==> src/rtl/vlc_ac_sequencer.sv <==
// Turns one block's scan-order AC coefficients into run/level exp-Golomb codewords with adaptive k.
// Latency: run codeword issued on the accept edge, level one cycle later, code_valid GC_LAT after issue.
// Backpressure: coef_ready drops in LEVEL and DRAIN; no output backpressure, one codeword per cycle out.
module vlc_ac_sequencer #(
    parameter int COEF_W = 16,
    parameter int GC_LAT = 2
) (
    input  logic              clk,
    input  logic              reset,
    input  logic [COEF_W-1:0] coef,
    input  logic              coef_valid,
    input  logic              coef_last,
    output logic              coef_ready,
    output logic [31:0]       gc_val,
    output logic [2:0]        gc_k,
    output logic [1:0]        gc_is_add_setbit,
    output logic              gc_is_ac_level,
    output logic              gc_is_ac_minus_n,
    input  logic [31:0]       gc_sum,
    input  logic [31:0]       gc_len,
    output logic              code_valid,
    output logic [31:0]       code_bits,
    output logic [31:0]       code_len,
    output logic              code_is_level,
    output logic              blk_done
);

    typedef enum logic [1:0] {SCAN, LEVEL, DRAIN} state_t;

    localparam logic [6:0]        RUN_INIT   = 7'd4;
    localparam logic [6:0]        RUN_MAX    = 7'd127;
    localparam logic [COEF_W-1:0] ONE        = COEF_W'(1);
    localparam logic [COEF_W-1:0] LEVEL_INIT = COEF_W'(2);

    state_t            state, state_nxt;
    logic [6:0]        run_cnt, prev_run;
    logic [COEF_W-1:0] mag, prev_level, coef_mag;
    logic              neg, last;
    logic [2:0]        run_k, level_k;
    logic              accept, coef_zero, issue_run, issue_lvl, push_done, drain_exit;
    logic [GC_LAT-1:0] tag_vld, tag_lvl, tag_done;

    assign coef_ready = (state == SCAN) && !reset;
    assign accept     = coef_valid && coef_ready;
    assign coef_zero  = (coef == '0);
    // |coef|-1 without a wider intermediate: for negatives ~x equals -x-1
    assign coef_mag   = coef[COEF_W-1] ? ~coef : coef - ONE;
    // The done marker rides the tag pipeline so blk_done trails the block's last codeword
    assign drain_exit = (state == DRAIN) && tag_done[GC_LAT-1];

    assign run_k   = (prev_run <= 7'd1) ? 3'd0 : (prev_run <= 7'd3) ? 3'd1 : 3'd2;
    assign level_k = (prev_level == ONE) ? 3'd0 : (prev_level <= COEF_W'(3)) ? 3'd1 : 3'd2;

    assign gc_is_add_setbit = 2'b00;
    assign code_valid       = tag_vld[GC_LAT-1];
    assign code_is_level    = tag_lvl[GC_LAT-1];
    assign code_bits        = gc_sum;
    assign code_len         = gc_len;

    always_ff @(posedge clk) begin
        if (reset) state <= SCAN;
        else       state <= state_nxt;
    end

    always_comb begin
        state_nxt = state;
        issue_run = 1'b0;
        issue_lvl = 1'b0;
        push_done = 1'b0;
        case (state)
            SCAN: begin
                if (accept) begin
                    if (!coef_zero) begin
                        issue_run = 1'b1;
                        state_nxt = LEVEL;
                    end else if (coef_last) begin
                        push_done = 1'b1;
                        state_nxt = DRAIN;
                    end
                end
            end
            LEVEL: begin
                issue_lvl = 1'b1;
                push_done = last;
                state_nxt = last ? DRAIN : SCAN;
            end
            DRAIN: begin
                if (tag_done[GC_LAT-1]) state_nxt = SCAN;
            end
            default: state_nxt = SCAN;
        endcase
    end

    always_ff @(posedge clk) begin
        if (reset) begin
            run_cnt          <= '0;
            prev_run         <= RUN_INIT;
            prev_level       <= LEVEL_INIT;
            mag              <= '0;
            neg              <= 1'b0;
            last             <= 1'b0;
            gc_val           <= '0;
            gc_k             <= '0;
            gc_is_ac_level   <= 1'b0;
            gc_is_ac_minus_n <= 1'b0;
            tag_vld          <= '0;
            tag_lvl          <= '0;
            tag_done         <= '0;
            blk_done         <= 1'b0;
        end else begin
            gc_val           <= '0;
            gc_k             <= '0;
            gc_is_ac_level   <= 1'b0;
            gc_is_ac_minus_n <= 1'b0;
            if (issue_run) begin
                gc_val   <= 32'(run_cnt);
                gc_k     <= run_k;
                mag      <= coef_mag;
                neg      <= coef[COEF_W-1];
                last     <= coef_last;
                run_cnt  <= '0;
                prev_run <= run_cnt;
            end else if (accept && coef_zero && run_cnt != RUN_MAX) begin
                run_cnt <= run_cnt + 7'd1;
            end
            if (issue_lvl) begin
                gc_val           <= 32'(mag);
                gc_k             <= level_k;
                gc_is_ac_level   <= 1'b1;
                gc_is_ac_minus_n <= neg;
                prev_level       <= mag + ONE;
            end
            if (drain_exit) begin
                prev_run   <= RUN_INIT;
                prev_level <= LEVEL_INIT;
                run_cnt    <= '0;
            end
            tag_vld[0]  <= issue_run | issue_lvl;
            tag_lvl[0]  <= issue_lvl;
            tag_done[0] <= push_done;
            for (int i = 1; i < GC_LAT; i++) begin
                tag_vld[i]  <= tag_vld[i-1];
                tag_lvl[i]  <= tag_lvl[i-1];
                tag_done[i] <= tag_done[i-1];
            end
            blk_done <= drain_exit;
        end
    end

endmodule

==> config.mk <==
export PLATFORM = sky130hd
export DESIGN_NAME = vlc_ac_sequencer
export DESIGN_NICKNAME = d
export VERILOG_FILES = /design/src/rtl/vlc_ac_sequencer.sv
export SDC_FILE = /design/constraint.sdc
export NUM_CORES = 1
export LEC_CHECK = 0
export BUFFER_PORTS_ARGS = -buffer_cell sky130_fd_sc_hd__buf_2
export CAP_MARGIN = 25
export CORE_ASPECT_RATIO = 1.4
export CORE_MARGIN = 2
export CORE_UTILIZATION = 50
export DETAILED_ROUTE_END_ITERATION = 7
export GPL_TIMING_DRIVEN = 0
export PLACE_DENSITY = 0.95
export SLEW_MARGIN = 20
export SYNTH_ARGS = -nofsm -noshare
export SYNTH_HDL_FRONTEND = slang
export SYNTH_SLANG_ARGS = --single-unit
export TNS_END_PERCENT = 10
==> constraint.sdc <==
create_clock -name clk -period 3.5 [get_ports clk]
set_input_delay 0.525 -clock clk [delete_from_list [all_inputs] [get_ports clk]]
set_output_delay 0.525 -clock clk [all_outputs]
set_load 0.02 [all_outputs]
# Word-level counts from Yosys, hierarchy flattened
# Index checks and enable logic that the tools add are counted.
[classes] n_shift=0 reduce_logical=13 n_mul=0 magnitude_cmp=3 n_div=0 n_eq_ne=7 bitwise_logic=3 muxes=24 addsub=3
[op_table] op="2-to-1 mux 16 bit" n=2
[op_table] op="2-to-1 mux 2 bit" n=10
[op_table] op="adder 16 x 1 -> 16 bit, second input constant" n=1
[op_table] op="== test 16 x 1 -> 1 bit, second input constant" n=1
[op_table] op="less-or-equal comparator 16 x 2 -> 1 bit, second input constant" n=1
[op_table] op="zero test 16 bit" n=1
[op_table] op="inverter 16 bit" n=1
[op_table] op="subtractor 16 x 1 -> 16 bit, second input constant" n=1
[op_table] op="2-to-1 mux 1 bit" n=8
[op_table] op="adder 7 x 1 -> 7 bit, second input constant" n=1
[op_table] op="less-or-equal comparator 7 x 1 -> 1 bit, second input constant" n=1
[op_table] op="less-or-equal comparator 7 x 2 -> 1 bit, second input constant" n=1
[op_table] op="2-to-1 mux 7 bit" n=1
[op_table] op="inequality test 7 bit, second input constant" n=1
[op_table] op="case mux 2 bit (3 select lines)" n=1
[op_table] op="OR reduction 2 bit" n=3
[op_table] op="logical AND 1 bit" n=5
[op_table] op="inequality test 2 bit, second input constant" n=2
[op_table] op="2-to-1 mux 3 bit" n=1
[op_table] op="inequality test 3 bit, second input constant" n=1
[op_table] op="AND reduction 3 bit" n=1
[op_table] op="OR reduction 3 bit" n=1
[op_table] op="== test 2 x 1 -> 1 bit, second input constant" n=1
[op_table] op="== test 2 bit, second input constant" n=1
[op_table] op="5 further kinds" n=5
[word_totals] memories=0 mem_bits_ro=0 latchBits=0 mem_bits_rw=0 regBits=94 out_inout_bits=107 elab_cells=69 input_bits=84

# Longest topological paths before layout
[logic_depth] ltp_word=7 mapped_depth=9 ltp_nobuf=8

# Worst setup path after synthesis
# No wires, ideal clock.
[synth_timing] path_type="in2reg" startpoint="in coef[0]" endpoint="reg run_cnt[5]" path_slack_ns=1.449 arrival_ns=1.980 setup_ns=0.071 stages=7 required_time_ns=3.429 n_path_buf=0 path_cell_list="inv_1 -> ha_1 -> nor3b_2 -> nand4b_4 -> or2_1 -> or4_1 -> a21oi_1"
[synth_between] elab_chain_cells=5 word_cells_on_any_way=7 classes_between="3 x mux; 4 x reduce/logical"
[synth_lines] item="from (decl)" line="10" text="input logic [COEF_W-1:0] coef,"
[synth_lines] item="zero test 16 bit (*)" line="45" text="assign coef_zero = (coef == '0);"
[synth_lines] item="2-to-1 mux 1 bit" line="73" text="if (!coef_zero) begin"
[synth_lines] item="2-to-1 mux 1 bit" line="72" text="if (accept) begin"
[synth_lines] item="2-to-1 mux 1 bit" line="70" text="case (state)"
[synth_lines] item="OR reduction 3 bit (no source line)"
[synth_lines] item="to (signal assigned)" line="124" text="run_cnt <= run_cnt + 7'd1;"
[synth_lines] item="to (decl)" line="36" text="logic [6:0] run_cnt, prev_run;"
# Every way passes the cells marked *; elsewhere a longest branch is shown, timed or not.
# A chain may end at the register's enable or synchronous reset.

# Final worst setup path
[layout_timing] startpoint="in coef[0]" endpoint="reg gc_val[2]"
[layout_between] elab_chain_cells=6
[layout_lines] item="zero test 16 bit" line="45"
[layout_lines] item="2-to-1 mux 1 bit" line="73"
[layout_lines] item="2-to-1 mux 1 bit" line="72"
[layout_lines] item="2-to-1 mux 1 bit" line="70"
[layout_lines] item="2-to-1 mux 7 bit" line="115" text="if (issue_run) begin"
[layout_lines] item="2-to-1 mux 16 bit" line="126" text="if (issue_lvl) begin"
[layout_lines] item="to (signal assigned)" line="116" text="gc_val <= 32'(run_cnt);"
[layout_lines] item="to (signal assigned)" line="127" text="gc_val <= 32'(mag);"
[layout_lines] item="to (decl)" line="14" text="output logic [31:0] gc_val,"
# Every way passes these cells.

==> metrics.txt <==
clk_skew 0.00550 ns; CP Capture Type flop; CP top delay family simple AND/OR/NAND/NOR gates; multiplexer share of the synthesized area 0.262%; Post-synth EDFFs 0; Core Area 7410 sq um; Final period util 63.3%; postcts setup bufs 0; most frequent cell after synthesis buf_4; Cell Count, Final, Fillers Out 687; WP depth 10; Cells after Synth 452; cell accounting for the most synthesized area dfxtp_1; Most common cell on crit path nand2_1; pre-CTS setup slack 0.922 ns; cell count after placement 672; largest net degree at the start of global routing 12; post-synth top area share 39.3%; Longest Clk Path Bufs 2; Post-synth ARST share 0%; Final TNS setup 0 ns; RSZ-0062 raised after global routing no; Adder-Cell Fraction of Synth Area 0.981%; post-cts sizing count 0; H-tree depth 3; Avg Inst Size Synth 8.46 sq um; GP Congestion 0.944; wire length per cell 14.5 um; ys flop type dfxtp_1; top post-synthesis cells by area dfxtp_1 (39%), buf_4 (16%), nand2_1 (5.6%); die area 8380 sq um; cts hold-fix bufs 0; Final WS setup 1.29 ns; Max Cap Viol 0; Post-route DRC 0; leakage power 0.00220 uW; clock buffer count from CTS 9; Initial DRC Count 262; Die Height 107 um; achievable frequency 452 MHz; proportion of layout cells with a drive suffix above 1 37.3%; Yosys cell types 49; Overall Global Routing Usage 23.5%; Seq cells post-synth 75; worst min path class in -> reg; PwrDens 402 nW/um^2; Overall Power 1900 uW; commonest cells in the synthesized netlist buf_4 (84), dfxtp_1 (75), nand2_1 (57); Fin. Hold Viols 0; CTS tree built; main combinational cell family by area after synthesis simple AND/OR/NAND/NOR gates; via density per instance 5.00; first-pass GRT wire length 15.4 mm; kind of critical path in -> reg; via count 3437; status completed; n_diodes 0; crit path max fanout 10; post-route ant nets 0; Die Span X 77.9 um; drt total wl 9.97 mm; Site Rows 37; compound-cell area share of the yosys netlist 11.8%; worst vdd ir 0.205 mV; vias in the first global route 3255; initial antenna violation count 0; I/O pin cnt 191; worst reg2reg path depth 6; crit path time final 2.21 ns; Area Overhead vs Synth 23.7%; post-synthesis cell area 3820 sq um; Worst EP required 3.73 ns; total grt overflow 0; Synth Area in Simple Gates 21.4%; Slowest cell on crit path o21ai_2; max-slew violations 0; drt pass-1 iters 5; worst hold-check slack 0.413 ns; crit-path cells buf_2 > inv_1 > ha_1 > nor3b_2 > nand4b_4 > o21ai_2 > inv_2 > clkbuf_1 > nand2_1 > nand2_1; # port buffers 105; Slew @ Worst Pin 0.884 ns; CP arrival 2.45 ns; CP bufs+invs 4; HPWL Detailed 8.12 mm; Setup crit start kind input pin; synthesis warning total 0; Initial Utilization 51.6%; slowest cell delay on critical path 0.38 ns; Sinks on Clock Net 75; Final #Nets 673; CTS root buffer clkbuf_8; sequential area share after synthesis 39.3%; worst skew pair latency 0.35 ns; max_slew headroom 40.5%; clock-pin slew on the worst setup and hold paths 0.07 ns; xor/xnor share of the synthesized area 6.87%; final setup vio count 0; hold depth 2
[placed cells by master, fill, tap and decap left out, types with 7 or more instances in the layout]
cell type,instances
xor2_1,11
dfxtp_1,75
nand3_1,11
clkbuf_1,14
a21oi_1,35
buf_4,84
xnor2_1,19
nor2_1,31
clkbuf_8,11
nor3_1,10
o21ai_0,12
conb_1,19
a211oi_1,7
buf_2,110
nand2_1,57
and2_1,10
nand4_1,7
[stage by stage]
step / util [%] / area [sq um]
6_report: 63.9 / 4730
5_1_grt: 63.9 / 4730
4_1_cts: 63.9 / 4730
3_5_place_dp: 61.3 / 4540
3_3_place_gp: 61.3 / 4540
2_1_floorplan: - / 3890
[cells by family after synthesis]
group | after synthesis
flops | 75
fa+ha+maj | 3
mux | 1
simple gates | 158
buf+inv | 110
other cells | 1
compound gates | 74
xor+xnor | 30
[sequential cells by signal, indices dropped and copies added (netlist names)]
register / count
neg: 1
gc_is_ac_minus_n: 1
tag_done: 2
state: 2
mag: 16
gc_val: 16
prev_run: 6
blk_done: 1
tag_vld: 2
prev_level: 16
run_cnt: 7
gc_k: 2
tag_lvl: 2
last: 1
[power by group]
part | internal, uW | switching, uW | leakage [uW] | total, uW
Combinational | 147 | 198 | 0.00149 | 345
Sequential | 883 | 23.7 | 0.000610 | 907
Clock | 364 | 286 | 0.0000995 | 649
[layout make-up]
type	instances	area, sq um
tap	97	121
clock inverter	2	35.0
timing repair buffer	105	526
inverter	7	26.3
sequential	75	1500
clock buffer	13	159
multi-input combinational	285	1650
fill	648	2670
buffer	103	716
[routing by layer]
layer  wire length [um]  GRT usage, %  share of wire, %
met1               3640          25.3                37
met2               5180          42.1                52
met3                769          5.12               7.7
met4                377          13.4               3.8
met5                  0             0                 0
[final timing paths]
check / startpoint / to / slack [ns]
setup / recovery: coef[0] / gc_val[2] / 1.29
hold / removal: coef[0] / mag[0] / 0.41
setup reg to reg: state[1] / run_cnt[5] / 1.44
hold reg to reg: tag_vld[0] / tag_vld[1] / 0.45
[worst register-to-register path, stage by stage, from the launching register on]
cell and delay, ns:
dfxtp_1 0.30, buf_4 0.16, nor4b_4 0.46, o211ai_2 0.23, or2_1 0.30, or4_1 0.40
a21oi_1 0.15
(Power assumes the default switching activity.)
